## src/rtl/tile_map_renderer.sv

```systemverilog
// tile_map_renderer: walks the tile map one cell at a time and draws each cell as
// a TILE x TILE pixel block, with tank overlays, for the vga_adapter.
// Ports: clk, resetn (async, active low); start/busy/done frame handshake;
//        map_addr/map_rd_en/map_wall storage read; tank_pos/tank_en tank overlays;
//        x/y/colour/plot pixel writes.
module tile_map_renderer #(
    parameter int GRID_W = 16,
    parameter int GRID_H = 16,
    parameter int ADDR_W = 8,
    parameter int TILE = 4,
    parameter int NUM_TANKS = 2,
    parameter logic [2:0] WALL_COLOUR = 3'b111,
    parameter logic [2:0] FLOOR_COLOUR = 3'b000,
    parameter logic [3*NUM_TANKS-1:0] TANK_COLOURS = 6'b100_010
) (
    input  logic                        clk,
    input  logic                        resetn,
    input  logic                        start,
    output logic                        busy,
    output logic                        done,
    output logic [ADDR_W-1:0]           map_addr,
    output logic                        map_rd_en,
    input  logic                        map_wall,
    input  logic [NUM_TANKS*ADDR_W-1:0] tank_pos,
    input  logic [NUM_TANKS-1:0]        tank_en,
    output logic [7:0]                  x,
    output logic [6:0]                  y,
    output logic [2:0]                  colour,
    output logic                        plot
);

    localparam int CW = $clog2(GRID_W);
    localparam int RW = $clog2(GRID_H);
    localparam int TW = (TILE > 1) ? $clog2(TILE) : 1;

    typedef enum logic [2:0] {
        IDLE, FETCH, WAIT, DRAW, NEXT, DONE
    } state_t;

    state_t                      state;
    logic [RW-1:0]               row;
    logic [CW-1:0]               col;
    logic [TW-1:0]               px;
    logic [TW-1:0]               py;
    logic                        wall_q;
    logic [NUM_TANKS*ADDR_W-1:0] tank_pos_q;
    logic [NUM_TANKS-1:0]        tank_en_q;

    logic [ADDR_W-1:0] cell_addr;
    logic              last_px;
    logic              last_py;
    logic              last_col;
    logic              last_row;
    logic [TW-1:0]     npx;
    logic [TW-1:0]     npy;
    logic [CW-1:0]     ncol;
    logic [RW-1:0]     nrow;
    logic              wall_src;
    logic [2:0]        cell_colour;

    assign cell_addr = {row, col};

    always_comb begin
        last_px  = (px == TW'(TILE - 1));
        last_py  = (py == TW'(TILE - 1));
        last_col = (col == CW'(GRID_W - 1));
        last_row = (row == RW'(GRID_H - 1));
        npx      = last_px ? '0 : px + 1'b1;
        npy      = last_px ? py + 1'b1 : py;
        ncol     = last_col ? '0 : col + 1'b1;
        nrow     = last_col ? row + 1'b1 : row;
    end

    // The first pixel of a cell is registered on the same edge that
    // latches the wall bit, so it takes map_wall straight from storage.
    assign wall_src = (state == WAIT) ? map_wall : wall_q;

    // Walk tanks from highest index down so the lowest enabled match wins.
    always_comb begin
        cell_colour = wall_src ? WALL_COLOUR : FLOOR_COLOUR;
        for (int i = NUM_TANKS - 1; i >= 0; i--) begin
            if (tank_en_q[i] && tank_pos_q[i*ADDR_W +: ADDR_W] == cell_addr)
                cell_colour = TANK_COLOURS[3*i +: 3];
        end
    end

    always_ff @(posedge clk or negedge resetn) begin
        if (!resetn) begin
            state      <= IDLE;
            busy       <= 1'b0;
            done       <= 1'b0;
            plot       <= 1'b0;
            map_rd_en  <= 1'b0;
            map_addr   <= '0;
            x          <= '0;
            y          <= '0;
            colour     <= '0;
            row        <= '0;
            col        <= '0;
            px         <= '0;
            py         <= '0;
            wall_q     <= 1'b0;
            tank_pos_q <= '0;
            tank_en_q  <= '0;
        end else begin
            map_rd_en <= 1'b0;
            done      <= 1'b0;
            unique case (state)
                IDLE: begin
                    if (start) begin
                        state      <= FETCH;
                        busy       <= 1'b1;
                        tank_pos_q <= tank_pos;
                        tank_en_q  <= tank_en;
                        map_rd_en  <= 1'b1;
                        map_addr   <= cell_addr;
                    end
                end
                FETCH: state <= WAIT;
                WAIT: begin
                    state  <= DRAW;
                    wall_q <= map_wall;
                    plot   <= 1'b1;
                    px     <= '0;
                    py     <= '0;
                    x      <= 8'(col * TILE);
                    y      <= 7'(row * TILE);
                    colour <= cell_colour;
                end
                DRAW: begin
                    if (last_px && last_py) begin
                        state <= NEXT;
                        plot  <= 1'b0;
                        px    <= '0;
                        py    <= '0;
                    end else begin
                        px     <= npx;
                        py     <= npy;
                        x      <= 8'(col * TILE + npx);
                        y      <= 7'(row * TILE + npy);
                        colour <= cell_colour;
                    end
                end
                NEXT: begin
                    col <= ncol;
                    row <= nrow;
                    if (last_col && last_row) begin
                        state <= DONE;
                        done  <= 1'b1;
                    end else begin
                        state     <= FETCH;
                        map_rd_en <= 1'b1;
                        map_addr  <= {nrow, ncol};
                    end
                end
                DONE: begin
                    state <= IDLE;
                    busy  <= 1'b0;
                    row   <= '0;
                    col   <= '0;
                end
                default: state <= IDLE;
            endcase
        end
    end

endmodule

```

## config.mk

```make
export PLATFORM = sky130hd
export DESIGN_NAME = tile_map_renderer
export DESIGN_NICKNAME = d
export VERILOG_FILES = /design/src/rtl/tile_map_renderer.sv
export SDC_FILE = /design/constraint.sdc
export NUM_CORES = 1
export LEC_CHECK = 0
export BUFFER_PORTS_ARGS = -buffer_cell sky130_fd_sc_hd__buf_2
export CORE_ASPECT_RATIO = 0.75
export CORE_MARGIN = 1
export CORE_UTILIZATION = 29
export CTS_CLUSTER_DIAMETER = 150
export DETAILED_ROUTE_END_ITERATION = 8
export HOLD_SLACK_MARGIN = 0.06
export SETUP_SLACK_MARGIN = 0.4
export SYNTH_ARGS = -nofsm -noshare
export SYNTH_HDL_FRONTEND = slang
export SYNTH_SLANG_ARGS = --single-unit
```

## constraint.sdc

```tcl
create_clock -name clk -period 4.3 [get_ports clk]
set_input_delay 0.43 -clock clk [delete_from_list [all_inputs] [get_ports clk]]
set_output_delay 0.43 -clock clk [all_outputs]
set_load 0.01 [all_outputs]
```

==> results of run 1 <==
layer usage:
layer	vias up	routed length, um	share of wire [%]	GRT usage [%]
met5	-	0	0	0
met4	0	8	0.13	3.13
met3	2	318	5.1	6.09
met2	46	2560	41	16.3
met1	969	3330	54	18.4
li1	995	-	-	-
worst max-delay path, cell delays in order (launching register included):
cell and delay (ns):
dfrtp_1 0.66, nor3_4 0.86, nand2b_1 0.48, mux2_2 0.38
power breakdown:
part / switching [mW] / internal (mW)
combinational: 0.0254 / 0.0229
sequential: 0.00714 / 0.586
clock: 0.241 / 0.569
metrics by stage:
step / cell area, um^2 / std cells / power (mW) / hold slack [ns]
6_report: 3640 / 439 / 1.45 / 0.244
5_1_grt: 3640 / 439 / 1.51 / 0.321
4_1_cts: 3640 / 439 / 1.47 / 0.295
3_5_place_dp: 3300 / 423 / 0.653 / 0.472
3_3_place_gp: 3300 / 423 / 0.652 / 0.464
2_1_floorplan: 3000 / 263 / 0.626 / 0.134
flip-flops by register name, indices dropped and copies added, names as in the netlist:
| register | count |
|---|---|
| py | 2 |
| tank_en_q | 2 |
| px | 2 |
| wall_q | 1 |
| tank_pos_q | 16 |
| col | 4 |
| y | 6 |
| busy | 1 |
| plot | 1 |
| x | 6 |
| state | 3 |
| done | 1 |
| map_rd_en | 1 |
| colour | 3 |
| row | 4 |
| map_addr | 8 |
layout make-up:
cell class	instances	share of cell area (%)
flip-flops and latches	61	41.9
multi-input cells	174	36.5
clock buffers	13	7.70
repair buffers	49	6.80
well taps	132	4.54
clock inverters	3	1.79
inverters	7	0.722
cells by family (layout without fill, tap and decap cells):
| logic type | Yosys count | after routing | share of synthesized area, % |
|---|---|---|---|
| xor gates and xnor gates | 20 | 20 | 5.85 |
| muxes | 40 | 40 | 14.8 |
| other | 1 | 3 | 0.125 |
| and+or+nand+nor | 65 | 65 | 12.2 |
| adders and majority gates | 4 | 4 | 1.67 |
| buffers and inverters | 28 | 72 | 4.93 |
| AOI/OAI and AO/OA | 42 | 42 | 9.52 |
| DFF | 61 | 61 | 50.9 |
final timing paths:
path,startpoint,to,depth (start not counted)
hold / removal,resetn,map_addr[4],2
max in group asynchronous,resetn,map_addr[5],2
setup reg to reg,state[0],map_addr[5],3
min in group clk,tank_pos[0],tank_pos_q[0],2
setup / recovery,state[0],map_addr[5],3
hold reg to reg,map_addr[6],map_addr[6],1
cells in the mapped netlist, types with 9 or more instances:
master and number:
xor2_1 9, nand2_1 16, dfrtp_1 61, a22o_1 10, mux2_2 29, buf_2 10
o21ai_0 12, nor2_1 9, xnor2_1 11
==> out/metrics.csv, run 1 <==
stage;metric;value;unit
status;status;completed;
setup_path;CP Class;reg -> reg;
final_layout;nets@finish;328;
detailed_routing;vias per cell;4.58;
die;Die Area;10700;um^2
final_layout;Reg area;1530;um^2
placement;port bufs;48;
setup_path;Critical Path RT;4.51;ns
final_layout;fillers;988;
grt;total track usage;12.6;%
detailed_routing;Iteration-0 DRC Markers;105;
final_layout;Final Util;37.0;%
synthesis;Area contributors post-synth;dfrtp_1, mux2_2, xnor2_1, a22o_1, xor2_1;
min_path;Worst Hold Class;in -> async;
timing;actual slew at the worst max-slew pin;0.898;ns
grt;first-pass GRT wire length;10200;um
setup_path;CP max FO;23;
die;row count;31;
timing;RSZ-0062 raised after global routing;no;
timing;Final Skew;0.00403;ns
synthesis;cell taking the most area after synthesis;dfrtp_1;
cts;Sinks on Clock Net;61;
die;DIE WIDTH;119;um
cts;CTS Buf Count;9;
final_layout;most frequent cells in the layout;dfrtp_1, buf_2, mux2_2;
cts;Worst-Skew Late Latency;0.33;ns
synthesis;#FFs+latches synth;61;
synthesis;Synth Instances;261;
timing;Slew headroom;39.9;%
placement;HPWL after detailed placement;4340;um
final_layout;most common cell after layout, fill and taps aside;dfrtp_1;
timing;Final setup viols;0;
detailed_routing;DRC;0;
power;Static Leak;1.74;nW
setup_path;CP endpoint kind;flop;
placement;pre-CTS setup slack;1.77;ns
cts;post-cts resize count;0;
cts;H-tree Lvls;3;
detailed_routing;Routed Antenna Nets;0;
timing;max-slew violation count;0;
synthesis;Seq/Total Area, Yosys;50.9;%
setup_path;critical path arrival;2.72;ns
power;PwrDens;399;nW/um^2
grt;initial antenna violation count;0;
cts;CTS clk-pin slew, worst paths;0.05;ns
die;die height;90.0;um
detailed_routing;Post-Route WL;6210;um
job;Max-Cap Viols;0;
synthesis;Main synth FF type;dfrtp_1;
detailed_routing;drt first pass iters;4;
detailed_routing;vias post-DR;2012;
cts;CTS tree;built;
timing;Period minus WS final;2.50;ns
die;initial core utilization;30.4;%
synthesis;Synth Cell Area;3000;um^2
setup_path;Startpoint Class;flop;
grt;vias in the first global route;1935;
timing;Setup TNS Final;0;ns
timing;post-route worst setup slack;1.80;ns
power;Max IR drop VDD;0.256;mV
timing;f_max;399;MHz
synthesis;post-synthesis average cell area;11.5;um^2
final_layout;Multi-input gate area;1330;um^2
cts;maximum root-to-sink buffer count;2;
cts;post-CTS setup buffers;0;
cts;CTS root buffer;clkbuf_16;
synthesis;Yosys warnings;0;
final_layout;share of cells above drive strength 1;33.2;%
final_layout;Area Growth Syn to Fin;21.5;%
synthesis;Post-synth EDFFs;0;
grt;grt ovf;0;
detailed_routing;drt wl/cell;14.2;um
cts;hold bufs inserted after CTS;0;
setup_path;reg2reg setup slack;1.80;ns
synthesis;post-synthesis async set-or-reset flop share;100;%
placement;Final GP Congestion;0.759;
synthesis;Synth top area share;50.9;%
synthesis;Cell variety after synth;46;
timing;Final Hold Fails;0;
die;IO Pins;52;
grt;largest net degree at the start of global routing;62;
timing;Tcrit/Tclk final;58.2;%
final_layout;Antenna Cells;0;
die;Core ar.;9850;um^2
Note: power is estimated with default switching activity, not from simulation.
==> run 2: changes to the inputs <==
--- a/config.mk
+++ b/config.mk
@@ -5,6 +5,7 @@
 export SDC_FILE = /design/constraint.sdc
 export NUM_CORES = 1
 export LEC_CHECK = 0
+export ABC_AREA = 1
 export BUFFER_PORTS_ARGS = -buffer_cell sky130_fd_sc_hd__buf_2
 export CORE_ASPECT_RATIO = 0.75
 export CORE_MARGIN = 1
==> constraint.sdc (replaced) <==
create_clock -name clk -period 2.22 [get_ports clk]
set_input_delay 0.222 -clock clk [delete_from_list [all_inputs] [get_ports clk]]
set_output_delay 0.222 -clock clk [all_outputs]
set_load 0.01 [all_outputs]
==> run 2 against run 1 <==
- worst setup slack got worse by 1.3 ns
- register-to-register slack worse by 1.3 ns
- die area fell by 3.9%
- sequential share of layout area rose by 0.46 points
- synthesized area fell by 4.0%
- utilization grew 0.37 points
- non-clock buffer count is 7 higher
- critical path depth rose by 5
- largest power group is now sequential cells
==> out/metrics.csv, run 2 <==
stage;metric;value;unit;change
final_layout;biggest regs;tank_pos_q (16), map_addr (8);;
synthesis;Synth Cell Area;2880;um^2;-4.0%
cts;CTS clk-pin slew, worst paths;0.05;ns;about the same
synthesis;Main synth FF type;dfrtp_1;;
final_layout;Antenna Cells;0;;unchanged
setup_path;slowest library cell on the worst path;dfrtp_1;;
final_layout;number of flip-flops in the largest register;16;;unchanged
timing;f_max;597;MHz;+49%
final_layout;most common cell after layout, fill and taps aside;nand2_1;;
final_layout;Area Growth Syn to Fin;25.3;%;
timing;Final Hold Fails;0;;unchanged
timing;RSZ-0062 raised after global routing;no;;
die;row count;31;;unchanged
timing;Period minus WS final;1.68;ns;-0.829 ns
synthesis;cell taking the most area after synthesis;dfrtp_1;;
detailed_routing;Iteration-0 DRC Markers;131;;+25%
setup_path;critical path arrival;1.89;ns;-0.83 ns
synthesis;top-count cell post-synth;nand2_1;;
synthesis;Seq/Total Area, Yosys;53.1;%;+2.1 points
synthesis;post-synthesis async set-or-reset flop share;100;%;unchanged
grt;vias in the first global route;2314;;+20%
timing;Final Skew;0.00666;ns;+0.00263 ns
cts;Sinks on Clock Net;61;;unchanged
placement;total placed cells including tap cells;526;;+24%
final_layout;Largest Register;tank_pos_q;;
final_layout;Post-Layout Cell Count;546;;+24%
setup_path;buffer and inverter count on the worst path;1;;+1
detailed_routing;met3 wire len;360;um;+13%
setup_path;Startpoint Class;flop;;
synthesis;Post-synth EDFFs;0;;unchanged
detailed_routing;met2 wire len;2760;um;+8.1%
die;initial core utilization;29.8;%;-0.63 points
die;die height;88.3;um;-2.0%
placement;Final GP Congestion;0.868;;+14%
synthesis;synth cell count leaders;nand2_1, dfrtp_1, o21ai_0, inv_1, nor2_1;;
detailed_routing;vias per cell;4.46;;-2.8%
setup_path;Max stage delay on crit path;0.43;ns;-0.43 ns
power;Static Leak;1.92;nW;+10%
timing;Final setup viols;0;;unchanged
setup_path;crit path cell chain;ha_1 > nand3_4 > nor2_4 > nand3_2 > a21oi_4 > inv_4 > nand2_1 > nand2_1;;
die;IO Pins;52;;unchanged
cts;H-tree Lvls;3;;unchanged
detailed_routing;vias post-DR;2433;;+21%
die;DIE WIDTH;117;um;-2.0%
timing;max-slew violation count;0;;unchanged
setup_path;Critical Path RT;2.44;ns;-2.07 ns
detailed_routing;drt first pass iters;4;;unchanged
cts;CTS tree;built;;
synthesis;Synth top area share;53.1;%;+2.1 points
power;Max IR drop VDD;0.420;mV;+64%
synthesis;Area contributors post-synth;dfrtp_1, nand2_1, o21ai_0, inv_1, nand3_1;;
detailed_routing;wl on met1;3450;um;+3.7%
setup_path;CP Class;reg -> reg;;
grt;grt ovf;0;;unchanged
final_layout;fillers;995;;+0.71%
grt;initial antenna violation count;0;;unchanged
setup_path;Crit path max-delay family;simple AND/OR/NAND/NOR gates;;
synthesis;Cell variety after synth;26;;-43%
final_layout;share of cells above drive strength 1;20.5;%;-13 points
cts;CTS Buf Count;9;;unchanged
detailed_routing;drt wl/cell;12.2;um;-14%
die;Core ar.;9660;um^2;-2.0%
synthesis;Yosys warnings;0;;unchanged
final_layout;nets@finish;435;;+33%
detailed_routing;Routed Antenna Nets;0;;unchanged
cts;Worst-Skew Late Latency;0.33;ns;about the same
synthesis;Synth Instances;351;;+34%
detailed_routing;DRC;0;;unchanged
setup_path;CP endpoint kind;flop;;
job;Max-Cap Viols;0;;unchanged
setup_path;CP max FO;9;;-61%
grt;first-pass GRT wire length;11300;um;+11%
synthesis;post-synthesis average cell area;8.20;um^2;-29%
status;status;completed;;
die;Die Area;10300;um^2;-3.9%
timing;Tcrit/Tclk final;75.5;%;+17 points
timing;Setup TNS Final;0;ns;unchanged
final_layout;most frequent cells in the layout;nand2_1, dfrtp_1, buf_2;;
detailed_routing;Post-Route WL;6650;um;+7.1%
min_path;Worst Hold Class;in -> reg;;
placement;HPWL after detailed placement;4940;um;+14%
power;PwrDens;1290;nW/um^2;+220%
cts;maximum root-to-sink buffer count;2;;unchanged
setup_path;Most common cell on crit path;nand2_1;;
synthesis;#FFs+latches synth;61;;unchanged
grt;total track usage;14.7;%;+2.1 points
placement;port bufs;48;;unchanged
detailed_routing;Top Metal Used;met4;;
grt;largest net degree at the start of global routing;32;;-48%
cts;CTS root buffer;clkbuf_16;;
[run 2: logic make-up after synthesis]
| family | Yosys count | synth area share (%) |
|---|---|---|
| fa+ha+maj | 4 | 1.74 |
| xor+xnor | 2 | 0.609 |
| buf+inv | 52 | 8.00 |
| simple gates | 170 | 24.8 |
| other cells | 1 | 0.130 |
| flops | 61 | 53.1 |
| compound gates | 61 | 11.6 |
[run 2: timing repair]
item	CTS	global route
setup buffers	0	3
endpoints found under the setup margin	0	8
gates resized for setup	0	1
hold buffers	1	0
endpoints found under the hold margin	20	0
[run 2: worst min-delay path: stages]
cell     delay (ns)
buf_2          0.07
nand2_1        0.04
nand2_1        0.05
[run 2: per-layer routing]
layer  track usage [%]  up-vias
met5                 0        -
met4              4.83        0
met3              4.66        7
met2              21.3       61
met1              20.8     1148
li1                  -     1217
[run 2: final timing paths]
check	from	end	slack [ns]	cells past startpoint
worst max-delay path	col[1]	map_addr[0]	0.54	8
worst min-delay path	tank_pos[9]	tank_pos_q[9]	0.09	3
worst max register to register	col[1]	map_addr[0]	0.54	8
worst min register to register	x[0]	x[0]	0.46	2
max in group asynchronous	resetn	col[0]	1.14	3
min in group asynchronous	resetn	map_rd_en	0.39	2
[run 2: report_power, final]
group	leakage, nW	internal (mW)	switching, mW
clock network	0.158	1.01	0.493
logic	0.970	0.522	0.929
registers	0.791	1.47	0.232
total	1.92	3.00	1.65
[run 2: layout make-up]
type | count | area [um^2] | share of cell area (%)
clock buffers | 10 | 239 | 6.63
well taps | 132 | 165 | 4.58
repair buffers | 56 | 303 | 8.40
flip-flops and latches | 61 | 1530 | 42.4
multi-input cells | 240 | 1130 | 31.3
clock inverters | 6 | 86.3 | 2.39
inverters | 41 | 156 | 4.34
[run 2: metrics by stage]
stage	power, mW	util (%)	area, um^2	worst slack [ns]	hold slack (ns)
CTS	4.68	37.1	3580	0.516	0.0843
floorplan	2.73	-	2880	0.726	-0.0736
global placement	3.11	33.6	3250	0.606	0.213
detailed placement	3.15	33.6	3250	0.518	0.215
finish	4.66	37.3	3600	0.545	0.0926
global route	5.05	37.3	3600	0.399	0.0972
==> run 3: changes to the inputs <==
--- a/config.mk
+++ b/config.mk
@@ -5,7 +5,7 @@
 export SDC_FILE = /design/constraint.sdc
 export NUM_CORES = 1
 export LEC_CHECK = 0
-export ABC_AREA = 1
+export ABC_AREA = 0
 export BUFFER_PORTS_ARGS = -buffer_cell sky130_fd_sc_hd__buf_2
 export CORE_ASPECT_RATIO = 0.75
 export CORE_MARGIN = 1
==> constraint.sdc (replaced) <==
create_clock -name clk -period 1.52 [get_ports clk]
set_input_delay 0.152 -clock clk [delete_from_list [all_inputs] [get_ports clk]]
set_output_delay 0.152 -clock clk [all_outputs]
set_load 0.01 [all_outputs]
==> run 3 against run 2 <==
- the run now ends with negative setup slack left
- via count up 1.9%
- non-clock buffer count is 82 higher
- fmax rose by 3.6%
- final cell count is 3.1% lower
- critical path depth is 4 lower
- global-route usage increased by 1.2 points
- power fell by 8.5%
- routed wire length increased by 27%
- worst setup slack worse by 0.64 ns
- first-iteration DRC count decreased by 27%
- critical path type unchanged
- largest cell class is now multi-input gates
- largest power group is now the clock network
==> out/metrics.csv, run 3 (same netlist as run 1, synthesis figures left out) <==
stage;metric;value;unit;change
setup_path;reg2reg setup slack;-0.1;ns;-0.64 ns
cts;CTS Buf Count;9;;unchanged
min_path;Worst Hold Class;in -> reg;;
detailed_routing;vias post-DR;2479;;+1.9%
power;internal power;3.42;mW;+14%
placement;Final GP Congestion;0.818;;-5.7%
die;Die Area;10700;um^2;+4.1%
setup_path;CP Class;reg -> reg;;
power;Max IR drop VDD;0.562;mV;+34%
power;Comb pwr share;4.8;%;-26 points
grt;grt ovf;0;;unchanged
min_path;Hold Crit Endpoint;tank_pos_q[12];;
min_path;Hold Crit Depth;2;;-1
detailed_routing;DRC;0;;unchanged
power;sw frac;19.8;%;-16 points
detailed_routing;Iteration-0 DRC Markers;96;;-27%
timing;RSZ-0062 raised after global routing;yes;;
timing;Final Skew;0.00648;ns;-0.000188 ns
grt;largest net degree at the start of global routing;31;;-3.1%
cts;H-tree Lvls;3;;unchanged
power;Flop pwr share;39.4;%;+2.8 points
die;IO Pins;52;;unchanged
power;Clk pwr share;55.7;%;+23 points
setup_path;Startpoint Class;flop;;
placement;placed inst area;3750;um^2;+16%
die;DIE WIDTH;119;um;+2.0%
timing;max-slew violation count;0;;unchanged
setup_path;CP endpoint kind;flop;;
setup_path;critical path arrival;1.83;ns;-0.06 ns
detailed_routing;drt wl/cell;16.0;um;+32%
power;PwrDens;839;nW/um^2;-35%
setup_path;reg2reg end;map_addr[5];;
grt;initial antenna violation count;0;;unchanged
timing;Final setup viols;29;;+29
status;status;finished with violations;;
final_layout;Final Cell Area;5080;um^2;+41%
setup_path;Critical Path RT;1.73;ns;-0.71 ns
power;final total power;4.26;mW;-8.5%
cts;CTS root buffer;clkbuf_16;;
timing;Final Hold Fails;0;;unchanged
cts;CTS clk-pin slew, worst paths;0.05;ns;about the same
timing;Final Hold Slack;0.0944;ns;+0.00184 ns
power;Static Leak;2.43;nW;+27%
power;Net Switching;845;uW;-49%
final_layout;Area Growth Syn to Fin;69.5;%;
timing;f_max;618;MHz;+3.6%
die;row count;31;;unchanged
final_layout;nets@finish;418;;-3.9%
status;failing checks;negative setup slack;;
final_layout;Antenna Cells;0;;unchanged
min_path;Hold Startpoint;tank_pos[12];;
detailed_routing;drt first pass iters;4;;unchanged
timing;Tcrit/Tclk final;106;%;+31 points
detailed_routing;Post-Route WL;8480;um;+27%
final_layout;most common cell after layout, fill and taps aside;dfrtp_1;;
final_layout;Largest Register;tank_pos_q;;
final_layout;biggest regs;tank_pos_q (16), map_addr (8);;
setup_path;R2R depth;4;;-4
setup_path;CP max FO;4;;-5
timing;post-route worst setup slack;-0.0974;ns;-0.642 ns
grt;first-pass GRT wire length;12800;um;+14%
cts;Sinks on Clock Net;61;;unchanged
final_layout;share of cells above drive strength 1;56.7;%;+36 points
grt;vias in the first global route;2415;;+4.4%
final_layout;most frequent cells in the layout;dfrtp_1, buf_2, buf_4;;
cts;maximum root-to-sink buffer count;2;;unchanged
die;initial core utilization;30.4;%;+0.63 points
final_layout;number of flip-flops in the largest register;16;;unchanged
placement;HPWL after detailed placement;5140;um;+4.0%
cts;CTS tree;built;;
setup_path;RR Startpoint;state[2];;
timing;Period minus WS final;1.62;ns;-0.0578 ns
job;Max-Cap Viols;0;;unchanged
die;Core ar.;9850;um^2;+2.0%
detailed_routing;Routed Antenna Nets;0;;unchanged
final_layout;fillers;853;;-14%
placement;port bufs;48;;unchanged
cts;Worst-Skew Late Latency;0.33;ns;about the same
die;die height;90.0;um;+2.0%
grt;total track usage;15.8;%;+1.2 points
detailed_routing;vias per cell;4.69;;+5.2%
-- run 3: metal layers --
layer | up-vias | track usage [%] | wire (um)
li1 | 1173 | - | -
met1 | 1236 | 21.7 | 4120
met2 | 62 | 22.8 | 3920
met3 | 8 | 5.14 | 336
met4 | 0 | 6.67 | 98
met5 | - | 0 | 0
-- run 3: power by group through the flow --
stage / registers, mW / clock network (mW) / logic (mW)
finish: 1.68 / 2.38 / 0.206
floorplan: 1.70 / 0 / 0.0772
CTS: 1.68 / 2.42 / 0.200
global placement: 1.71 / 0 / 0.159
global route: 1.68 / 2.50 / 0.227
detailed placement: 1.71 / 0 / 0.162
-- run 3: cell type report --
cell class | count | area, um^2 | area share [%]
clock buffers | 12 | 246 | 4.85
clock inverters | 4 | 95.1 | 1.87
inverters | 7 | 28.8 | 0.567
multi-input cells | 175 | 1800 | 35.4
flip-flops and latches | 61 | 1530 | 30.2
well taps | 132 | 165 | 3.25
repair buffers | 138 | 1210 | 23.8
-- run 3: worst max path at each step --
| stage | from | end | slack, ns | depth (start not counted) |
|---|---|---|---|---|
| after floorplan | state[1] | map_addr[5] | -0.22 | 6 |
| after global placement | state[2] | map_addr[7] | -0.09 | 5 |
| final | state[2] | map_addr[5] | -0.1 | 4 |
| after detailed placement | state[2] | map_addr[7] | -0.13 | 5 |
| after global routing | state[2] | map_addr[5] | -0.16 | 4 |
| after CTS | state[0] | map_addr[5] | -0.08 | 4 |
-- run 3: critical path: stages (launching register included) --
cell	delay (ns)
dfrtp_1	0.41
or3b_4	0.43
nor2_4	0.11
mux2_4	0.30
mux2_4	0.25
-- run 3: what timing repair did --
item | in CTS | in global routing
pin swaps | 9 | 22
setup endpoints to repair | 60 | 61
gates cloned | 4 | 2
hold endpoints to repair | 31 | 0
resized for setup | 50 | 69
setup buffers | 13 | 13
hold buffers | 18 | 0
-- run 3: per-stage QoR --
step	setup TNS, ns	util, %	cells	worst slack [ns]
after floorplan	-2.23	-	263	-0.219
after global placement	-0.947	38.1	463	-0.0931
after detailed placement	-1.21	38.1	463	-0.129
after CTS	-0.568	47.7	514	-0.0847
after global routing	-2.77	51.5	529	-0.158
final	-0.637	51.5	529	-0.0974
